[config.mk]
export PLATFORM = sky130hd
export DESIGN_NAME = clock24_time_core_flat
export DESIGN_NICKNAME = d
export VERILOG_FILES = /design/src/rtl/clock24_time_core_if.sv /design/src/rtl/clock24_time_core.sv /design/src/flat_wrapper.sv
export SDC_FILE = /design/constraint.sdc
export NUM_CORES = 1
export LEC_CHECK = 0
export ABC_AREA = 1
export BUFFER_PORTS_ARGS = -buffer_cell sky130_fd_sc_hd__buf_2
export CAP_MARGIN = 5
export CORE_MARGIN = 2
export CORE_UTILIZATION = 55
export CTS_BUF_LIST = sky130_fd_sc_hd__clkbuf_4 sky130_fd_sc_hd__clkbuf_8 sky130_fd_sc_hd__clkbuf_16
export DETAILED_ROUTE_END_ITERATION = 10
export PLACE_DENSITY = 0.8
export SLEW_MARGIN = 10
export SYNTH_ARGS = -nofsm -noshare
export SYNTH_HDL_FRONTEND = slang
export SYNTH_SLANG_ARGS = --single-unit
export TNS_END_PERCENT = 5
[constraint.sdc]
create_clock -name CLK -period 3.05 [get_ports CLK]
set_clock_uncertainty 0.1 [all_clocks]
set_input_delay 0.1525 -clock CLK [delete_from_list [all_inputs] [get_ports CLK]]
set_output_delay 0.1525 -clock CLK [all_outputs]
set_load 0.005 [all_outputs]
[src/rtl/clock24_time_core_if.sv]
// clock24_time_core_if: timebase/button inputs and BCD time outputs of the 24-hour clock core
interface clock24_time_core_if;
  logic en1hz;
  logic sig2hz;
  logic mode_p;
  logic up_p;
  logic [7:0] hour;
  logic [7:0] min;
  logic [7:0] sec;
  logic [2:0] blank;
  logic setting;
  modport master (output en1hz, sig2hz, mode_p, up_p, input hour, min, sec, blank, setting);
  modport slave (input en1hz, sig2hz, mode_p, up_p, output hour, min, sec, blank, setting);
endinterface

[src/rtl/clock24_time_core.sv]
// clock24_time_core: packed-BCD 24-hour time-of-day counter with run/set-hour/set-minute mode machine
module clock24_time_core (
  input logic CLK,
  input logic RST,
  clock24_time_core_if.slave bus
);
  typedef enum logic [1:0] {RUN, SET_HOUR, SET_MIN} state_t;
  state_t state, nxt;
  logic tick, up;
  function automatic logic [7:0] inc60(input logic [7:0] v);
    return v[3:0] == 4'd9 ? (v[7:4] == 4'd5 ? 8'h00 : {v[7:4] + 4'd1, 4'd0}) : {v[7:4], v[3:0] + 4'd1};
  endfunction
  function automatic logic [7:0] inc24(input logic [7:0] v);
    return v == 8'h23 ? 8'h00 : v[3:0] == 4'd9 ? {v[7:4] + 4'd1, 4'd0} : {v[7:4], v[3:0] + 4'd1};
  endfunction
  // MODE_P has priority: it masks both the seconds tick and the UP pulse in its cycle
  always_comb begin
    nxt = state == RUN ? (bus.mode_p ? SET_HOUR : RUN) :
          state == SET_HOUR ? (bus.mode_p ? SET_MIN : SET_HOUR) :
          state == SET_MIN ? (bus.mode_p ? RUN : SET_MIN) : RUN;
    tick = state == RUN && bus.en1hz && !bus.mode_p;
    up = bus.up_p && !bus.mode_p;
  end
  always_ff @(posedge CLK or posedge RST)
    if (RST) begin
      state <= RUN;
      bus.hour <= 8'h00;
      bus.min <= 8'h00;
      bus.sec <= 8'h00;
      bus.blank <= 3'b000;
      bus.setting <= 1'b0;
    end else begin
      state <= nxt;
      bus.setting <= nxt != RUN;
      bus.blank <= nxt == SET_HOUR ? {bus.sig2hz, 2'b00} : nxt == SET_MIN ? {1'b0, bus.sig2hz, 1'b0} : 3'b000;
      if (state == RUN && bus.mode_p) bus.sec <= 8'h00;
      else if (tick) bus.sec <= inc60(bus.sec);
      if ((tick && bus.sec == 8'h59) || (up && state == SET_MIN)) bus.min <= inc60(bus.min);
      if ((tick && bus.sec == 8'h59 && bus.min == 8'h59) || (up && state == SET_HOUR)) bus.hour <= inc24(bus.hour);
    end
endmodule

[src/flat_wrapper.sv]
// flat-port wrapper written by rule: the top's interface ports become plain ports
module clock24_time_core_flat 
  (CLK, RST, bus_en1hz, bus_sig2hz, bus_mode_p, bus_up_p, bus_hour, bus_min, bus_sec, bus_blank, bus_setting);
  clock24_time_core_if bus_i ();
  input logic CLK;
  input logic RST;
  input wire logic [$bits(bus_i.en1hz)-1:0] bus_en1hz;
  input wire logic [$bits(bus_i.sig2hz)-1:0] bus_sig2hz;
  input wire logic [$bits(bus_i.mode_p)-1:0] bus_mode_p;
  input wire logic [$bits(bus_i.up_p)-1:0] bus_up_p;
  output wire logic [$bits(bus_i.hour)-1:0] bus_hour;
  output wire logic [$bits(bus_i.min)-1:0] bus_min;
  output wire logic [$bits(bus_i.sec)-1:0] bus_sec;
  output wire logic [$bits(bus_i.blank)-1:0] bus_blank;
  output wire logic [$bits(bus_i.setting)-1:0] bus_setting;
  assign bus_i.en1hz = bus_en1hz;
  assign bus_i.sig2hz = bus_sig2hz;
  assign bus_i.mode_p = bus_mode_p;
  assign bus_i.up_p = bus_up_p;
  assign bus_hour = bus_i.hour;
  assign bus_min = bus_i.min;
  assign bus_sec = bus_i.sec;
  assign bus_blank = bus_i.blank;
  assign bus_setting = bus_i.setting;
  clock24_time_core u_core (.CLK(CLK), .RST(RST), .bus(bus_i));
endmodule
**Word-level counts from Yosys, hierarchy flattened**

Cells that the tools add are included.

- Bits in read-only memories: 0
- Memories: 0
- Latch bits: 0
- Output and inout bits: 28
- Input bits: 6
- Register bits after elaboration: 30
- Memory bits (writable): 0

- Add/sub/neg operators: 6
- Eq/ne operators: 12
- Muxes and demuxes: 16
- Divide/modulo/power cells: 0
- Order comparisons: 0
- Multiply operators: 0
- Reduce and logical (&&, ||, !) cells: 19
- Bitwise gates (word level): 0
- Shifts and indexed selects: 0

Operator list:

| cell | number |
|---|---|
| $mux 8 | 7 |
| $add 4x1->4 const B | 6 |
| $eq 8x7->1 const B | 2 |
| $eq 4x4->1 const B | 3 |
| $mux 2 | 6 |
| $eq 4x3->1 const B | 2 |
| $eq 8x6->1 const B | 1 |
| $logic_and 1x1->1 | 8 |
| $reduce_bool 2->1 | 4 |
| $reduce_and 2->1 | 3 |
| $eq 2x1->1 const B | 2 |
| $eq 2x2->1 const B | 2 |
| $mux 4 | 1 |
| $mux 3 | 1 |
| $logic_not 2->1 | 1 |
| $logic_or 1x1->1 | 2 |
| $logic_not 1->1 | 1 |
| $mux 1 | 1 |

**Depth between registers and ports, before layout**

- Word-level depth: 7
- Gate-level depth with buffers: 11
- Mapped depth without buffers: 11

**Worst setup path after synthesis**

Ideal clock, no wire load.

- Path kind: reg-to-reg
- Start: register u_core.bus.sec[1]
- End: register u_core.bus.hour[6]
- Arrival time: 1.314 ns
- Required time: 2.833 ns
- Setup time: 0.117 ns
- Cell stages (with the launch flop): 12
- Path slack: 1.519 ns
- Cell sequence: dfrtp_1 inv_1 ha_1 nand2_2 nor2_4 nand2_2 nor2_1 nand2_2 nand2_4 nand2_4 nand2_1 nand2_1

- Cells in the longest elaborated chain, start to end: 5

RTL lines:

| element | RTL line | source |
|---|---|---|
| from (decl) | clock24_time_core_if.sv:13 | `modport slave (input en1hz, sig2hz, mode_p, up_p, output hour, min, sec, blank, setting);` |
| from (signal assigned) | clock24_time_core.sv:37 | `else if (tick) bus.sec <= inc60(bus.sec);` |
| $eq 8x7->1 | clock24_time_core.sv:39 | `if ((tick && bus.sec == 8'h59 && bus.min == 8'h59) \|\| (up && state == SET_HOUR)) bus.hour <= inc24(bus.hour);` |
| $logic_and 1x1->1 (2 in series) | clock24_time_core.sv:39 |  |
| $logic_or 1x1->1 | clock24_time_core.sv:39 |  |
| $reduce_and 2->1 (no source line) | n/a |  |
| to (signal assigned) | clock24_time_core.sv:39 |  |
| to (decl) | clock24_time_core_if.sv:13 |  |

No other way between the ends.
A chain may end at the register's enable or synchronous reset.

**Worst setup path in the final report**

- Start: register u_core.bus.sec[1]
- End: register u_core.bus.sec[4]

- Cells in the longest elaborated chain, start to end: 3

RTL lines:

| element | RTL line | source |
|---|---|---|
| $eq 4x4->1 | clock24_time_core.sv:11 | `return v[3:0] == 4'd9 ? (v[7:4] == 4'd5 ? 8'h00 : {v[7:4] + 4'd1, 4'd0}) : {v[7:4], v[3:0] + 4'd1};` |
| $reduce_bool 2->1 (no source line) | n/a |  |
| $reduce_and 2->1 (no source line) | n/a |  |

No other way between the ends.

==> impl_metrics.env <==
export IMPL_status="completed"
export IMPL_syn2layout_area_growth_pct=18.2
export IMPL_drive_gt1_share_pct=24.1
export IMPL_grt_overflow=0
export IMPL_ir_worst_vdd_uv=558
export IMPL_gp_congestion=0.817
export IMPL_routedWlPerCell_microns=11.2
export IMPL_maxCapViolCount=0
export IMPL_drt_iter0_drc=54
export IMPL_ant_nets=0
export IMPL_grt_max_degree=30
export IMPL_hold_viol=0
export IMPL_ios=34
export IMPL_synth_cell_area_sq_um=1600
export IMPL_nets=245
export IMPL_rows=19
export IMPL_antenna_found_initial=0
export IMPL_synth_edf_count=0
export IMPL_die_w_microns=58.0
export IMPL_synth_avg_cell_area_sq_um=8.44
export IMPL_numCtsBuffers=5
export IMPL_clkSlewWorstSetupHoldPaths_ns=0.10
export IMPL_route_vias_total=1323
export IMPL_cts_max_level=2
export IMPL_rsz0062_at_grt="false"
export IMPL_grt_use_total_pct=19.7
export IMPL_fmax_mhz=595
export IMPL_slew_headroom_pct=28.1
export IMPL_start_kind="register"
export IMPL_place_detailed_hpwl_mm=2.11
export IMPL_p_per_area_nw_per_um2=665
export IMPL_yosysUniqueCellTypes=26
export IMPL_syn_inst=190
export IMPL_worstPathArrival_ns=1.77
export IMPL_async_flop_share_pct=100
export IMPL_wirelength_mm=2.95
export IMPL_synth_flop_cell="dfrtp_1"
export IMPL_io_buffer_count=32
export IMPL_setup_viol=0
export IMPL_cts_tree="built"
export IMPL_yosys_area_top_type_share_pct=45.3
export IMPL_drcViolationCount=0
export IMPL_core_area_sq_um=2760
export IMPL_dr_pass1_iters=4
export IMPL_yosysWarnings=0
export IMPL_ff2ff_setup_slack_ns=1.37
export IMPL_synth_net_count=204
export IMPL_leakagePower_nw=1.06
export IMPL_critPathCaptureType="register"
export IMPL_cts_hold_buffers=3
export IMPL_first_global_vias=1139
export IMPL_diodes=0
export IMPL_insertion_delay_ns=0.33
export IMPL_stdcell_area_sq_um=1890
export IMPL_synth_seq_area_share_pct=45.3
export IMPL_initial_core_util_pct=58.1
export IMPL_yosysTopAreaCell="dfrtp_1"
export IMPL_hp_class="in -> reg"
export IMPL_netlist_top_cells_count="nand2_1, dfrtp_1, inv_1"
export IMPL_clock_sinks=29
export IMPL_ys_ff_latch=29
export IMPL_root_buffer="clkbuf_4"
export IMPL_slew_violations=0
export IMPL_place_area_sq_um=1790
export IMPL_cp_max_fo=4
export IMPL_setup_tns_final_ns=0
export IMPL_viasPerCell=5.03
export IMPL_synth_area_leaders="dfrtp_1, nand2_1, ha_1"
export IMPL_period_minus_slack_ns=1.68
export IMPL_yosysMostFrequentCell="nand2_1"
export IMPL_crit_type="reg -> reg"
export IMPL_cts_buffer_depth=2
export IMPL_worst_pin_slew_ns=1.08
export IMPL_die_h_microns=58.0
export IMPL_grt_pass1_wl_mm=4.87
export IMPL_dieArea_sq_um=3360
export IMPL_required_ns=3.13
export IMPL_post_cts_buffers=0
export IMPL_min_period_over_period_pct=55.1
export IMPL_fill_cells=242
export IMPL_cts_resized=0
## final timing paths
path | startpoint | end | cells past startpoint
max in group asynchronous | RST | u_core.bus.sec[1] | 3
hold / removal | bus_up_p | u_core.bus.hour[0] | 4
setup / recovery | u_core.bus.sec[1] | u_core.bus.sec[4] | 7
min in group asynchronous | RST | u_core.bus.min[3] | 3
setup reg to reg | u_core.bus.sec[1] | u_core.bus.sec[4] | 7
hold reg to reg | u_core.bus.min[4] | u_core.bus.min[4] | 2
## cell families (layout without fill, tap and decap cells)
logic type	after synthesis	in the layout	synth area share, %
xor gates and xnor gates	11	11	6.01
buffers and inverters	26	68	6.32
DFF	29	29	45.3
AOI/OAI and AO/OA	17	17	6.56
and+or+nand+nor	97	97	28.7
muxes	1	1	0.625
adders and majority gates	8	8	6.25
other	1	1	0.234
## report_power, final
part           total (W)  switching (W)  internal (W)
clock           0.000269       0.000136      0.000133
sequential      0.000581       0.000104      0.000477
combinational   0.000409       0.000235      0.000175
## cell type report
class / instances / area (sq um) / share of cell area (%)
multi-input cells: 135 / 776 / 41.0
flip-flops and latches: 29 / 726 / 38.3
repair buffers: 35 / 190 / 10.0
clock buffers: 7 / 65.1 / 3.43
inverters: 25 / 93.8 / 4.95
well taps: 31 / 38.8 / 2.05
clock inverters: 1 / 5.00 / 0.264
## through the flow
step                      total power (W)  std cells  util (%)  worst slack, ns  hold WS [ns]
after floorplan                  0.000855        190         -             1.52         0.131
after global placement           0.000988        252      65.1             1.43         0.288
after detailed placement         0.000999        252      65.1             1.37         0.295
after CTS                         0.00127        263      68.7             1.36         0.186
after global routing              0.00136        263      68.7             1.22         0.221
final                             0.00126        263      68.7             1.37         0.194
## cell usage in the layout (no fill, tap or decap), types with 4 or more instances in the layout
master and count:
xor2_1 9, nand2_1 42, o21ai_0 7, o22ai_1 4, nand3_1 18, nand2_2 4, ha_1 8, inv_1 24
nor2_1 19, clkbuf_4 5, buf_2 32, dfrtp_1 29
## flip-flops by register name (all words and copies together), names as in the netlist
name,count
u_core.bus.min,8
u_core.bus.sec,8
u_core.state,2
u_core.bus.blank,2
u_core.bus.setting,1
u_core.bus.hour,8
## routing by layer
layer	vias up	GRT usage [%]	routed length, microns
met1	600	25.4	1440
met2	32	30.2	1310
met5	-	0	0
li1	685	-	-
met4	0	7.97	44
met3	6	7.14	162
## critical path, stage by stage (launching register included)
cell	delay (ns)
dfrtp_1	0.41
inv_1	0.08
ha_1	0.16
nand2_2	0.07
nor2_4	0.11
inv_1	0.07
o21ai_0	0.41
mux2i_1	0.14
No activity file was read; power rests on OpenSTA's default activity.
